## config.mk

```make
export PLATFORM = sky130hd
export DESIGN_NAME = hilo_muldiv_ctrl_flat
export DESIGN_NICKNAME = d
export VERILOG_FILES = /design/src/rtl/muldiv_pkg.sv /design/src/rtl/hilo_muldiv_ctrl_if.sv /design/src/rtl/muldiv_iter_core.sv /design/src/rtl/hilo_muldiv_ctrl.sv /design/src/flat_wrapper.sv
export SDC_FILE = /design/constraint.sdc
export NUM_CORES = 1
export LEC_CHECK = 0
export CORE_MARGIN = 3
export CORE_UTILIZATION = 47
export DETAILED_ROUTE_END_ITERATION = 10
export GPL_TIMING_DRIVEN = 0
export PLACE_DENSITY = 0.76
export SLEW_MARGIN = 20
export SYNTH_ARGS = -nofsm -noshare
export SYNTH_HDL_FRONTEND = slang
export SYNTH_SLANG_ARGS = --single-unit
```

## constraint.sdc

```tcl
create_clock -name clk -period 16.4 [get_ports clk]
set_input_delay 3.28 -clock clk [delete_from_list [all_inputs] [get_ports clk]]
set_output_delay 3.28 -clock clk [all_outputs]
set_load 0.01 [all_outputs]
```

## src/rtl/muldiv_pkg.sv

```systemverilog
// muldiv_pkg: shared definitions for the HI/LO multiply/divide sequencer.
//   - op encodings issued by decode (MD_MULT/MD_MULTU/MD_DIV/MD_DIVU)
//   - sequencer state enum
//   - operand width XLEN and iteration count ITERS
//   - hilo_we bit positions (HILO_WE_HI / HILO_WE_LO)
//   - small helpers for op classification and two's-complement negation
package muldiv_pkg;

    localparam int XLEN  = 32;
    localparam int DW    = 2 * XLEN;
    localparam int ITERS = XLEN;

    localparam int HILO_WE_HI = 1;
    localparam int HILO_WE_LO = 0;

    typedef enum logic [1:0] {
        MD_MULT  = 2'b00,
        MD_MULTU = 2'b01,
        MD_DIV   = 2'b10,
        MD_DIVU  = 2'b11
    } md_op_e;

    typedef enum logic [1:0] {
        ST_IDLE = 2'd0,
        ST_MUL  = 2'd1,
        ST_DIV  = 2'd2,
        ST_DONE = 2'd3
    } md_state_e;

    function automatic logic is_div_op(input logic [1:0] op);
        return op[1];
    endfunction

    // MULT and DIV are the signed flavours (op[0] clear).
    function automatic logic is_signed_op(input logic [1:0] op);
        return ~op[0];
    endfunction

    function automatic logic [XLEN-1:0] neg_w(input logic [XLEN-1:0] v);
        return ~v + XLEN'(1);
    endfunction

    function automatic logic [DW-1:0] neg_dw(input logic [DW-1:0] v);
        return ~v + DW'(1);
    endfunction

endpackage

```

## src/rtl/hilo_muldiv_ctrl_if.sv

```systemverilog
// hilo_muldiv_ctrl_if: decode/execute <-> mul/div sequencer bundle.
//   master (decode side): start_valid, op, src_a, src_b, flush
//   slave  (sequencer)  : busy, done, hilo_we, hi_wdata, lo_wdata
interface hilo_muldiv_ctrl_if;
    import muldiv_pkg::*;

    logic            start_valid;
    logic [1:0]      op;
    logic [XLEN-1:0] src_a;
    logic [XLEN-1:0] src_b;
    logic            flush;
    logic            busy;
    logic            done;
    logic [1:0]      hilo_we;
    logic [XLEN-1:0] hi_wdata;
    logic [XLEN-1:0] lo_wdata;

    modport master (
        output start_valid, op, src_a, src_b, flush,
        input  busy, done, hilo_we, hi_wdata, lo_wdata
    );

    modport slave (
        input  start_valid, op, src_a, src_b, flush,
        output busy, done, hilo_we, hi_wdata, lo_wdata
    );

endinterface

```

## src/rtl/muldiv_iter_core.sv

```systemverilog
// muldiv_iter_core: shared shift/add datapath for unsigned magnitudes.
//   clk, resetn  : clock, async active-low reset
//   load         : hi <- 0, lo <- load_lo_i, operand register <- load_m_i
//   step         : perform one iteration
//   is_div       : 1 = restoring divide step, 0 = shift-add multiply step
//   load_m_i     : multiplicand (mul) or divisor (div) magnitude
//   load_lo_i    : multiplier (mul) or dividend (div) magnitude
//   hi, lo       : result of the current step (value the registers take on step)
// Multiply: {hi,lo} ends as the 64-bit product after XLEN steps.
// Divide  : hi ends as remainder, lo as quotient after XLEN steps.
module muldiv_iter_core #(
    parameter int XLEN = 32
) (
    input  logic            clk,
    input  logic            resetn,
    input  logic            load,
    input  logic            step,
    input  logic            is_div,
    input  logic [XLEN-1:0] load_m_i,
    input  logic [XLEN-1:0] load_lo_i,
    output logic [XLEN-1:0] hi,
    output logic [XLEN-1:0] lo
);

    logic [XLEN-1:0] m_q;
    logic [XLEN-1:0] hi_q, hi_d;
    logic [XLEN-1:0] lo_q, lo_d;
    logic [XLEN:0]   opnd;
    logic [XLEN:0]   addend;
    logic [XLEN:0]   sum;
    logic            cout;

    // One (XLEN+1)-bit adder serves both ops; subtract is add of the inverted
    // divisor with carry-in, so carry-out set means the trial did not borrow.
    always_comb begin
        if (is_div) begin
            opnd   = {hi_q, lo_q[XLEN-1]};
            addend = ~{1'b0, m_q};
        end else begin
            opnd   = {1'b0, hi_q};
            addend = lo_q[0] ? {1'b0, m_q} : '0;
        end
        {cout, sum} = {1'b0, opnd} + {1'b0, addend} + {{(XLEN+1){1'b0}}, is_div};

        if (is_div) begin
            // A kept (non-borrowing) remainder is always below the divisor,
            // so dropping the top bit of opnd/sum is lossless.
            hi_d = cout ? sum[XLEN-1:0] : opnd[XLEN-1:0];
            lo_d = {lo_q[XLEN-2:0], cout};
        end else begin
            hi_d = sum[XLEN:1];
            lo_d = {sum[0], lo_q[XLEN-1:1]};
        end
    end

    always_ff @(posedge clk or negedge resetn) begin
        if (!resetn) begin
            m_q  <= '0;
            hi_q <= '0;
            lo_q <= '0;
        end else if (load) begin
            m_q  <= load_m_i;
            hi_q <= '0;
            lo_q <= load_lo_i;
        end else if (step) begin
            hi_q <= hi_d;
            lo_q <= lo_d;
        end
    end

    assign hi = hi_d;
    assign lo = lo_d;

endmodule

```

## src/rtl/hilo_muldiv_ctrl.sv

```systemverilog
// hilo_muldiv_ctrl: multi-cycle MULT/MULTU/DIV/DIVU sequencer owning the
// HI/LO write port.
//   clk    : rising-edge clock
//   resetn : asynchronous active-low reset
//   md     : slave side of hilo_muldiv_ctrl_if (start/op/operands/flush in,
//            busy/done/hilo_we/hi_wdata/lo_wdata out)
// Build option HILO_FAST_MUL_EN: multiplies finish through a single-cycle
// multiplier (DONE the cycle after accept); division stays iterative.
//
// state   | meaning
// --------+-----------------------------------------------------------
// ST_IDLE | waiting for start_valid; operands latched on accept
// ST_MUL  | shift-add multiply, one bit per cycle, ITERS cycles
// ST_DIV  | restoring divide, one quotient bit per cycle, ITERS cycles
// ST_DONE | one-cycle HI/LO write (masked by flush)
module hilo_muldiv_ctrl
    import muldiv_pkg::*;
(
    input  logic              clk,
    input  logic              resetn,
    hilo_muldiv_ctrl_if.slave md
);

    localparam logic [5:0] CNT_LAST = 6'(ITERS - 1);

    md_state_e       state_q, state_d;
    logic [5:0]      cnt_q, cnt_d;
    logic [1:0]      op_q, op_d;
    logic            neg_q, neg_d;
    logic            rem_neg_q, rem_neg_d;
    logic            busy_q;
    logic [XLEN-1:0] hi_q, hi_d;
    logic [XLEN-1:0] lo_q, lo_d;

    logic            accept;
    logic            core_step;
    logic            sign_a, sign_b;
    logic [XLEN-1:0] mag_a, mag_b;
    logic [XLEN-1:0] ld_m, ld_lo;
    logic [XLEN-1:0] core_hi, core_lo;
    logic            wr_en;
    logic [1:0]      we;

    assign accept = (state_q == ST_IDLE) && md.start_valid && !md.flush;

    // Negating 0x80000000 yields 0x80000000, which read as unsigned is the
    // correct magnitude 2^31; the core works on unsigned magnitudes only.
    assign sign_a = is_signed_op(md.op) & md.src_a[XLEN-1];
    assign sign_b = is_signed_op(md.op) & md.src_b[XLEN-1];
    assign mag_a  = sign_a ? neg_w(md.src_a) : md.src_a;
    assign mag_b  = sign_b ? neg_w(md.src_b) : md.src_b;

    assign ld_m  = is_div_op(md.op) ? mag_b : mag_a;
    assign ld_lo = is_div_op(md.op) ? mag_a : mag_b;

`ifdef HILO_FAST_MUL_EN
    logic [DW-1:0] fast_prod;
    assign fast_prod = {{XLEN{1'b0}}, mag_a} * {{XLEN{1'b0}}, mag_b};
`endif

    muldiv_iter_core #(.XLEN(XLEN)) u_core (
        .clk       (clk),
        .resetn    (resetn),
        .load      (accept),
        .step      (core_step),
        .is_div    (is_div_op(op_q)),
        .load_m_i  (ld_m),
        .load_lo_i (ld_lo),
        .hi        (core_hi),
        .lo        (core_lo)
    );

    always_comb begin
        state_d   = state_q;
        cnt_d     = cnt_q;
        op_d      = op_q;
        neg_d     = neg_q;
        rem_neg_d = rem_neg_q;
        hi_d      = hi_q;
        lo_d      = lo_q;
        core_step = 1'b0;

        case (state_q)
            ST_IDLE: begin
                if (accept) begin
                    op_d      = md.op;
                    cnt_d     = '0;
                    neg_d     = sign_a ^ sign_b;
                    rem_neg_d = sign_a;
                    if (is_div_op(md.op)) begin
                        if (md.src_b == '0) begin
                            hi_d    = md.src_a;
                            lo_d    = '1;
                            state_d = ST_DONE;
                        end else begin
                            state_d = ST_DIV;
                        end
                    end else begin
`ifdef HILO_FAST_MUL_EN
                        {hi_d, lo_d} = (sign_a ^ sign_b) ? neg_dw(fast_prod) : fast_prod;
                        state_d      = ST_DONE;
`else
                        state_d = ST_MUL;
`endif
                    end
                end
            end
            ST_MUL, ST_DIV: begin
                core_step = 1'b1;
                if (cnt_q == CNT_LAST) begin
                    // Core outputs already carry the final step's result.
                    state_d = ST_DONE;
                    if (state_q == ST_MUL) begin
                        {hi_d, lo_d} = neg_q ? neg_dw({core_hi, core_lo}) : {core_hi, core_lo};
                    end else begin
                        hi_d = rem_neg_q ? neg_w(core_hi) : core_hi;
                        lo_d = neg_q ? neg_w(core_lo) : core_lo;
                    end
                end else begin
                    cnt_d = cnt_q + 6'd1;
                end
            end
            ST_DONE: state_d = ST_IDLE;
            default: state_d = ST_IDLE;
        endcase

        // An aborted op must leave the result registers untouched.
        if (md.flush) begin
            state_d = ST_IDLE;
            hi_d    = hi_q;
            lo_d    = lo_q;
        end
    end

    always_ff @(posedge clk or negedge resetn) begin
        if (!resetn) begin
            state_q   <= ST_IDLE;
            cnt_q     <= '0;
            op_q      <= '0;
            neg_q     <= 1'b0;
            rem_neg_q <= 1'b0;
            busy_q    <= 1'b0;
            hi_q      <= '0;
            lo_q      <= '0;
        end else begin
            state_q   <= state_d;
            cnt_q     <= cnt_d;
            op_q      <= op_d;
            neg_q     <= neg_d;
            rem_neg_q <= rem_neg_d;
            busy_q    <= (state_d != ST_IDLE);
            hi_q      <= hi_d;
            lo_q      <= lo_d;
        end
    end

    assign wr_en = (state_q == ST_DONE) && !md.flush;

    always_comb begin
        we             = '0;
        we[HILO_WE_HI] = wr_en;
        we[HILO_WE_LO] = wr_en;
    end

    assign md.busy     = busy_q;
    assign md.done     = wr_en;
    assign md.hilo_we  = we;
    assign md.hi_wdata = hi_q;
    assign md.lo_wdata = lo_q;

endmodule

```

## src/flat_wrapper.sv

```systemverilog
// flat-port wrapper written by rule: the top's interface ports become plain ports
module hilo_muldiv_ctrl_flat import muldiv_pkg::*;
  (clk, resetn, md_start_valid, md_op, md_src_a, md_src_b, md_flush, md_busy, md_done, md_hilo_we, md_hi_wdata, md_lo_wdata);
  hilo_muldiv_ctrl_if md_i ();
  input  logic clk;
  input  logic resetn;
  input wire logic [$bits(md_i.start_valid)-1:0] md_start_valid;
  input wire logic [$bits(md_i.op)-1:0] md_op;
  input wire logic [$bits(md_i.src_a)-1:0] md_src_a;
  input wire logic [$bits(md_i.src_b)-1:0] md_src_b;
  input wire logic [$bits(md_i.flush)-1:0] md_flush;
  output wire logic [$bits(md_i.busy)-1:0] md_busy;
  output wire logic [$bits(md_i.done)-1:0] md_done;
  output wire logic [$bits(md_i.hilo_we)-1:0] md_hilo_we;
  output wire logic [$bits(md_i.hi_wdata)-1:0] md_hi_wdata;
  output wire logic [$bits(md_i.lo_wdata)-1:0] md_lo_wdata;
  assign md_i.start_valid = md_start_valid;
  assign md_i.op = md_op;
  assign md_i.src_a = md_src_a;
  assign md_i.src_b = md_src_b;
  assign md_i.flush = md_flush;
  assign md_busy = md_i.busy;
  assign md_done = md_i.done;
  assign md_hilo_we = md_i.hilo_we;
  assign md_hi_wdata = md_i.hi_wdata;
  assign md_lo_wdata = md_i.lo_wdata;
  hilo_muldiv_ctrl u_core (.clk(clk), .resetn(resetn), .md(md_i));
endmodule
```

# --- Word-level counts from Yosys, hierarchy flattened ---
# Cells that the tools add are included.
# W data, S select, Z words.
totals:
  ff_bits: 173
  memories: 0
  latch_bits: 0
  romBits: 0
  ramBits: 0
  output_inout_bits: 68
  inputBits: 70
classes:
  mul: 0
  n_shift: 0
  n_mux: 39
  n_reduce_logical: 13
  n_eq_ne: 9
  order_cmp: 0
  div: 0
  n_bitwise: 11
  addsub: 8
op_table:
  columns: ["op", "n"]
  rows:
  - ["$mux W32", 24]
  - ["$add A32 B1 Y32 const B", 4]
  - ["$not A32 Y32", 4]
  - ["$pmux W32 S2", 2]
  - ["$mux W33", 2]
  - ["$add A64 B1 Y64 const B", 1]
  - ["$mux W64", 1]
  - ["$not A64 Y64", 1]
  - ["$add A33 B33 Y34", 1]
  - ["$add A34 B1 Y34", 1]
  - ["$not A32 Y33", 1]
  - ["$logic_not A32 Y1", 1]
  - ["$mux W6", 2]
  - ["$pmux W6 S2", 1]
  - ["$mux W2", 4]
  - ["$add A6 B1 Y6 const B", 1]
  - ["$eq A6 B5 Y1 const B", 1]
  - ["$ne A2 B2 Y1 const B", 3]
  - ["$pmux W2 S3", 1]
  - ["$reduce_and A6 Y1", 1]
  - ["$reduce_bool A2 Y1", 3]
  - ["$eq A2 B2 Y1 const B", 2]
  - ["$ne A2 B1 Y1 const B", 2]
  - ["$logic_and A1 B1 Y1", 3]
  - ["10 further kinds", 13]

# --- Depth between registers and ports, before layout ---
logic_depth:
  word_depth: 12
  ltp_mapped: 34
  depth_no_buf: 23

# --- By module ---
# A second synthesis with hierarchy kept.
hier_totals:
  cells_unflattened: 1836
  hier_area_um2: 14775.4
modules_own_cells:
  columns: ["mod", "area_each_um2", "instances", "cells_per_inst"]
  rows:
  - ["muldiv_iter_core", 7444.6, 1, 859]
  - ["hilo_muldiv_ctrl", 7330.8, 1, 977]

# --- Least setup slack after synthesis ---
# Ideal clock, no wire load.
synth_timing:
  path_type: "register to register"
  from: "register u_core.op_q[1]"
  to: "register u_core.hi_q[28], in the netlist u_core.md.hi_wdata[28]"
  path_slack_ps: 8895
  arrival_time_ps: 7368
  setup_ps: 137
  period_less_slack_ps: 7505
  path_stages_with_launch: 32
  required_time_ps: 16263
  cell_sequence: "dfrtp_1 -> buf_4 -> buf_4 -> buf_2 -> buf_2 -> buf_2 -> buf_1 -> clkbuf_1 -> buf_1 -> clkbuf_1 -> mux2_2 -> ha_1 -> buf_2 -> a21oi_2 -> a21boi_1 -> o41ai_2 -> o31ai_1 -> nand2_1 -> buf_2 -> clkbuf_1 -> a21oi_1 -> ha_1 -> o211ai_1 -> or4b_1 -> nor2_1 -> nand3_1 -> o21bai_1 -> nand4_1 -> nor4_2 -> a31oi_1 -> xnor2_1 -> o22ai_1"
synth_via:
  elab_chain_cells: 11
synth_rtl:
  columns: ["element", "line", "text"]
  rows:
  - ["start: declaration", "hilo_muldiv_ctrl.sv:28", "logic [1:0] op_q, op_d;"]
  - ["start signal: assignment", "hilo_muldiv_ctrl.sv:148", "op_q <= op_d;"]
  - ["$mux W33", "muldiv_iter_core.sv:36", "if (is_div) begin"]
  - ["$add A33 B33 Y34", "muldiv_iter_core.sv:43", "{cout, sum} = {1'b0, opnd} + {1'b0, addend} + {{(XLEN+1){1'b0}}, is_div};"]
  - ["$add A34 B1 Y34", "muldiv_iter_core.sv:43", null]
  - ["$mux W32", "muldiv_iter_core.sv:48", "hi_d = cout ? sum[XLEN-1:0] : opnd[XLEN-1:0];"]
  - ["$mux W32", "muldiv_iter_core.sv:45", "if (is_div) begin"]
  - ["$not A64 Y64 or $not A32 Y32 (tied branches)", "muldiv_pkg.sv:44, muldiv_pkg.sv:40", null]
  - ["$add A64 B1 Y64 or $add A32 B1 Y32 (tied branches)", "muldiv_pkg.sv:44, muldiv_pkg.sv:40", null]
  - ["$mux W64 or $mux W32 (tied branches)", "hilo_muldiv_ctrl.sv:114, hilo_muldiv_ctrl.sv:116", null]
  - ["$mux W32 (*)", "hilo_muldiv_ctrl.sv:113", "if (state_q == ST_MUL) begin"]
  - ["$mux W32 (*)", "hilo_muldiv_ctrl.sv:110", "if (cnt_q == CNT_LAST) begin"]
  - ["$pmux W32 S2 (*)", "hilo_muldiv_ctrl.sv:83", "case (state_q)"]
  - ["end signal: assignment", "hilo_muldiv_ctrl.sv:152", "hi_q <= hi_d;"]
  - ["end: declaration", "hilo_muldiv_ctrl.sv:32", "logic [XLEN-1:0] hi_q, hi_d;"]
# Mark *: on every way between the ends. The rest lies on a longest branch, timed or not. The select of a mux whose other input is x is not followed.
# A chain may end at the register's enable or synchronous reset.

# --- Worst setup path in the final report ---
layout_timing:
  from: "register u_core.op_q[1]"
  to: "register u_core.hi_q[26], in the netlist u_core.md.hi_wdata[26]"
# The elaborated chain is that of the path after synthesis.

==> PnR_summary.wiki <==
{| class="wikitable"
! Metric !! Value
|-
| Outcome || finished clean
|-
| Flip-flop and latch count after synthesis || 172
|-
| Vert. Die Dim || 182 um
|-
| Static power due to leakage || 6.87 nW
|-
| Total clock sinks || 172
|-
| Actual transition at the worst max-transition pin || 1.10 ns
|-
| Starting utilization of the core area || 0.482
|-
| Setup repair after global routing missed its margin || false
|-
| Number of buffer cells added on primary ports || 137
|-
| Vias per inst || 6.46
|-
| Most frequent cell after synthesis || sky130_fd_sc_hd__nor2_1
|-
| Main area contributors after synthesis || sky130_fd_sc_hd__dfrtp_1 30%, sky130_fd_sc_hd__a21oi_1 6.6%, sky130_fd_sc_hd__o21ai_0 6.5%
|-
| Worst supply voltage drop on vdd || 0.0996 mV
|-
| Portion of synthesized cell area occupied by the leading cell type || 0.297
|-
| Final clock period utilization by the worst path || 0.688
|-
| Root buffer selected by CTS || sky130_fd_sc_hd__clkbuf_16
|-
| Fill cell count || 2782
|-
| Number of global-route vias before repair || 14700
|-
| Final antenna-violating net count || 0
|-
| Overflow after GRT || 0
|-
| Cell accounting for the most synthesized area || sky130_fd_sc_hd__dfrtp_1
|-
| Number of detailed-routing iterations run before antenna repair || 8
|-
| Max cap viols || 0
|-
| Capturing instance or port of the critical path || u_core.md.hi_wdata[26]
|-
| Total power per unit cell area || 166 mW/mm^2
|-
| Highest Clock Rate || 88.6 MHz
|-
| Cells after synthesis || 1888
|-
| Register clock-pin slew on the reported worst setup and hold paths || 0.07 ns
|-
| Synth-to-Final Area Change || 17.1%
|-
| DP HPWL || 48400 um
|-
| Post-Route WL || 61500 um
|-
| First-pass GRT wire length || 91500 um
|-
| Number of unique standard cell types used by synthesis || 95
|-
| Fraction of final layout cells with drive strength greater than 1 || 0.0588
|-
| Total Power || 2.82 mW
|-
| Length of routed met2 wiring || 26500 um
|-
| Total routing resource utilization after global routing || 0.363
|-
| Slew Viols, Final || 0
|-
| Topmost layer with routed signal wires || met5
|-
| Highest net fanout along the worst path || 10
|-
| Kind of end point of the critical path || flip-flop
|-
| Worst reg2reg startpoint || u_core.op_q[1]
|-
| CTS Buf Count || 17
|-
| Maximum level of the CTS H-tree || 4
|-
| Final Hold Vio Count || 0
|-
| Count of flip-flops with a built-in enable after synthesis || 0
|-
| Vias after detailed routing || 15800
|-
| Seq/Total Area, Yosys || 0.297
|-
| Flip-flop cell with the highest count after synthesis || sky130_fd_sc_hd__dfrtp_1
|-
| First DRT Iteration DRCs || 2088
|-
| TritonCTS clock tree || built
|-
| Routed met1 length || 25700 um
|-
| Die area || 0.0330 sq mm
|-
| Maximum number of pins on one net before global-route repair || 99
|-
| Net total in the final layout || 2157
|-
| Critical path required time || 16.68 ns
|-
| Core region area || 0.0300 sq mm
|-
| DRC violations left || 0
|-
| Nets in the synthesized netlist || 2000
|-
| Critical Path Source || u_core.op_q[1]
|-
| Internal reg-to-reg setup slack || 5.11 ns
|-
| Setup clock skew after layout || 0.0174 ns
|-
| Asr flop ratio synth || 1.00
|-
| Startpoint type of the worst setup path || flip-flop
|-
| Wire length per cell || 25.1 um
|-
| Buffers from clock root to sink, at most || 2
|-
| Depth of the worst register-to-register path || 30
|-
| Number of endpoints failing setup at the final stage || 0
|-
| Average size of a mapped cell || 7.67 sq um
|-
| Worst EP arrival || 11.57 ns
|-
| Worst slew margin || 0.268
|-
| Initial antenna violation count || 4
|-
| Total met3 wirelength after detailed routing || 6930 um
|-
| Insertion delay to the later sink of the worst-skew pair || 0.46 ns
|-
| Warnings from Yosys || 0
|-
| Post-CTS sizing || 0
|-
| I/O pin count || 138
|-
| Hold crit path type || flip-flop to flip-flop
|-
| Synthesized cell area || 0.0145 sq mm
|-
| Die X || 182 um
|-
| Hold-fix buffers, CTS || 0
|-
| Number of placement rows || 63
|-
| Critical path type || flip-flop to flip-flop
|-
| Stage delay of the slowest cell on the critical path || 0.66 ns
|-
| Shortest clock period the worst path allows after layout || 11.29 ns
|-
| R2r endpoint || u_core.md.hi_wdata[26]
|-
| Crit path max-delay cell type || sky130_fd_sc_hd__buf_1
|-
| Setup Total Neg Slack || 0 ns
|-
| Most used standard cells in the synthesized netlist || 224 x sky130_fd_sc_hd__nor2_1, 219 x sky130_fd_sc_hd__nand2_1, 190 x sky130_fd_sc_hd__a21oi_1, 189 x sky130_fd_sc_hd__o21ai_0, 172 x sky130_fd_sc_hd__dfrtp_1
|-
| Post-CTS setup buffer count || 0
|-
| RD Place Congestion || 1.07
|}
-- worst min path at each step --
stage	start	endpoint	cells after the start
5_1_grt	u_core.md.hi_wdata[11]	u_core.md.hi_wdata[11]	1
3_3_place_gp	u_core.md.hi_wdata[11]	u_core.md.hi_wdata[11]	1
6_report	u_core.md.hi_wdata[3]	u_core.md.hi_wdata[3]	2
3_5_place_dp	u_core.md.hi_wdata[11]	u_core.md.hi_wdata[11]	1
2_1_floorplan	u_core.u_core.m_q[29]	u_core.u_core.m_q[29]	2
4_1_cts	u_core.md.hi_wdata[3]	u_core.md.hi_wdata[3]	2
-- cells in the final DEF (no fill, tap or decap), types with 41 or more instances in the layout --
cell	instances
sky130_fd_sc_hd__o21ai_0	189
sky130_fd_sc_hd__clkdlybuf4s50_1	136
sky130_fd_sc_hd__nor3_1	62
sky130_fd_sc_hd__mux2i_1	60
sky130_fd_sc_hd__o211ai_1	41
sky130_fd_sc_hd__a21oi_1	190
sky130_fd_sc_hd__nand2_1	219
sky130_fd_sc_hd__xor2_1	52
sky130_fd_sc_hd__nor2_1	224
sky130_fd_sc_hd__clkbuf_1	94
sky130_fd_sc_hd__dfrtp_1	172
sky130_fd_sc_hd__inv_1	41
sky130_fd_sc_hd__xnor2_1	89
-- routing by layer --
layer	GRT usage	up-vias
li1	-	7090
met1	0.512	7599
met2	0.544	981
met3	0.0863	155
met4	0.132	4
met5	0	-
-- where the power goes --
| group | total, mW | leakage, nW | switching, mW | internal, mW |
|---|---|---|---|---|
| registers | 0.613 | 2.27 | 0.103 | 0.510 |
| clock network | 0.415 | 0.285 | 0.206 | 0.209 |
| logic | 1.79 | 4.31 | 1.20 | 0.596 |
| total | 2.82 | 6.87 | 1.51 | 1.32 |
-- critical path, delay by kind of cell, from the launching register on --
family,cells,cell delay (ns)
buf+inv,11,4.64
simple gates,7,2.39
compound gates,8,2.34
fa+ha+maj,2,0.70
mux,1,0.45
flops,1,0.32
xor+xnor,1,0.23
-- cells by family (layout without fill, tap and decap cells) --
logic type,after synthesis,count (layout),share of synthesized area
compound gates,604,604,0.258
xor+xnor,141,141,0.0853
fa+ha+maj,42,42,0.0373
buf+inv,174,344,0.0492
flops,172,172,0.297
mux,82,82,0.0586
other cells,0,1,0
simple gates,673,673,0.214
-- cell type report --
type	count	area [sq um]	share of cell area
tap	390	488	0.0288
buffer	129	544	0.0321
clock inverter	13	123	0.00723
clock buffer	19	453	0.0267
antenna	1	2.50	0.000148
sequential	172	4300	0.254
inverter	45	169	0.00996
multi-input combinational	1542	9470	0.559
timing repair buffer	138	1400	0.0828
-- metrics by stage --
step           instances   util  hold slack [ns]  instance area [sq um]  worst slack (ns)
6_report            2449  0.565            0.483                  17000              5.11
5_1_grt             2448  0.565            0.525                  17000              4.82
4_1_cts             2448  0.564            0.485                  17000              5.57
3_5_place_dp        2416  0.545            0.465                  16400              5.62
3_3_place_gp        2415  0.544            0.469                  16300              4.78
2_1_floorplan       1888      -            0.455                  14500              8.89
-- flip-flops by register name, indices dropped and copies added, names as in the netlist --
signal,flops
u_core.cnt_q,6
u_core.md.busy,1
u_core.md.hi_wdata,32
u_core.md.lo_wdata,32
u_core.neg_q,1
u_core.op_q,1
u_core.rem_neg_q,1
u_core.state_q,2
u_core.u_core.hi_q,32
u_core.u_core.lo_q,32
u_core.u_core.m_q,32
Note: power is estimated with default switching activity, not from simulation.
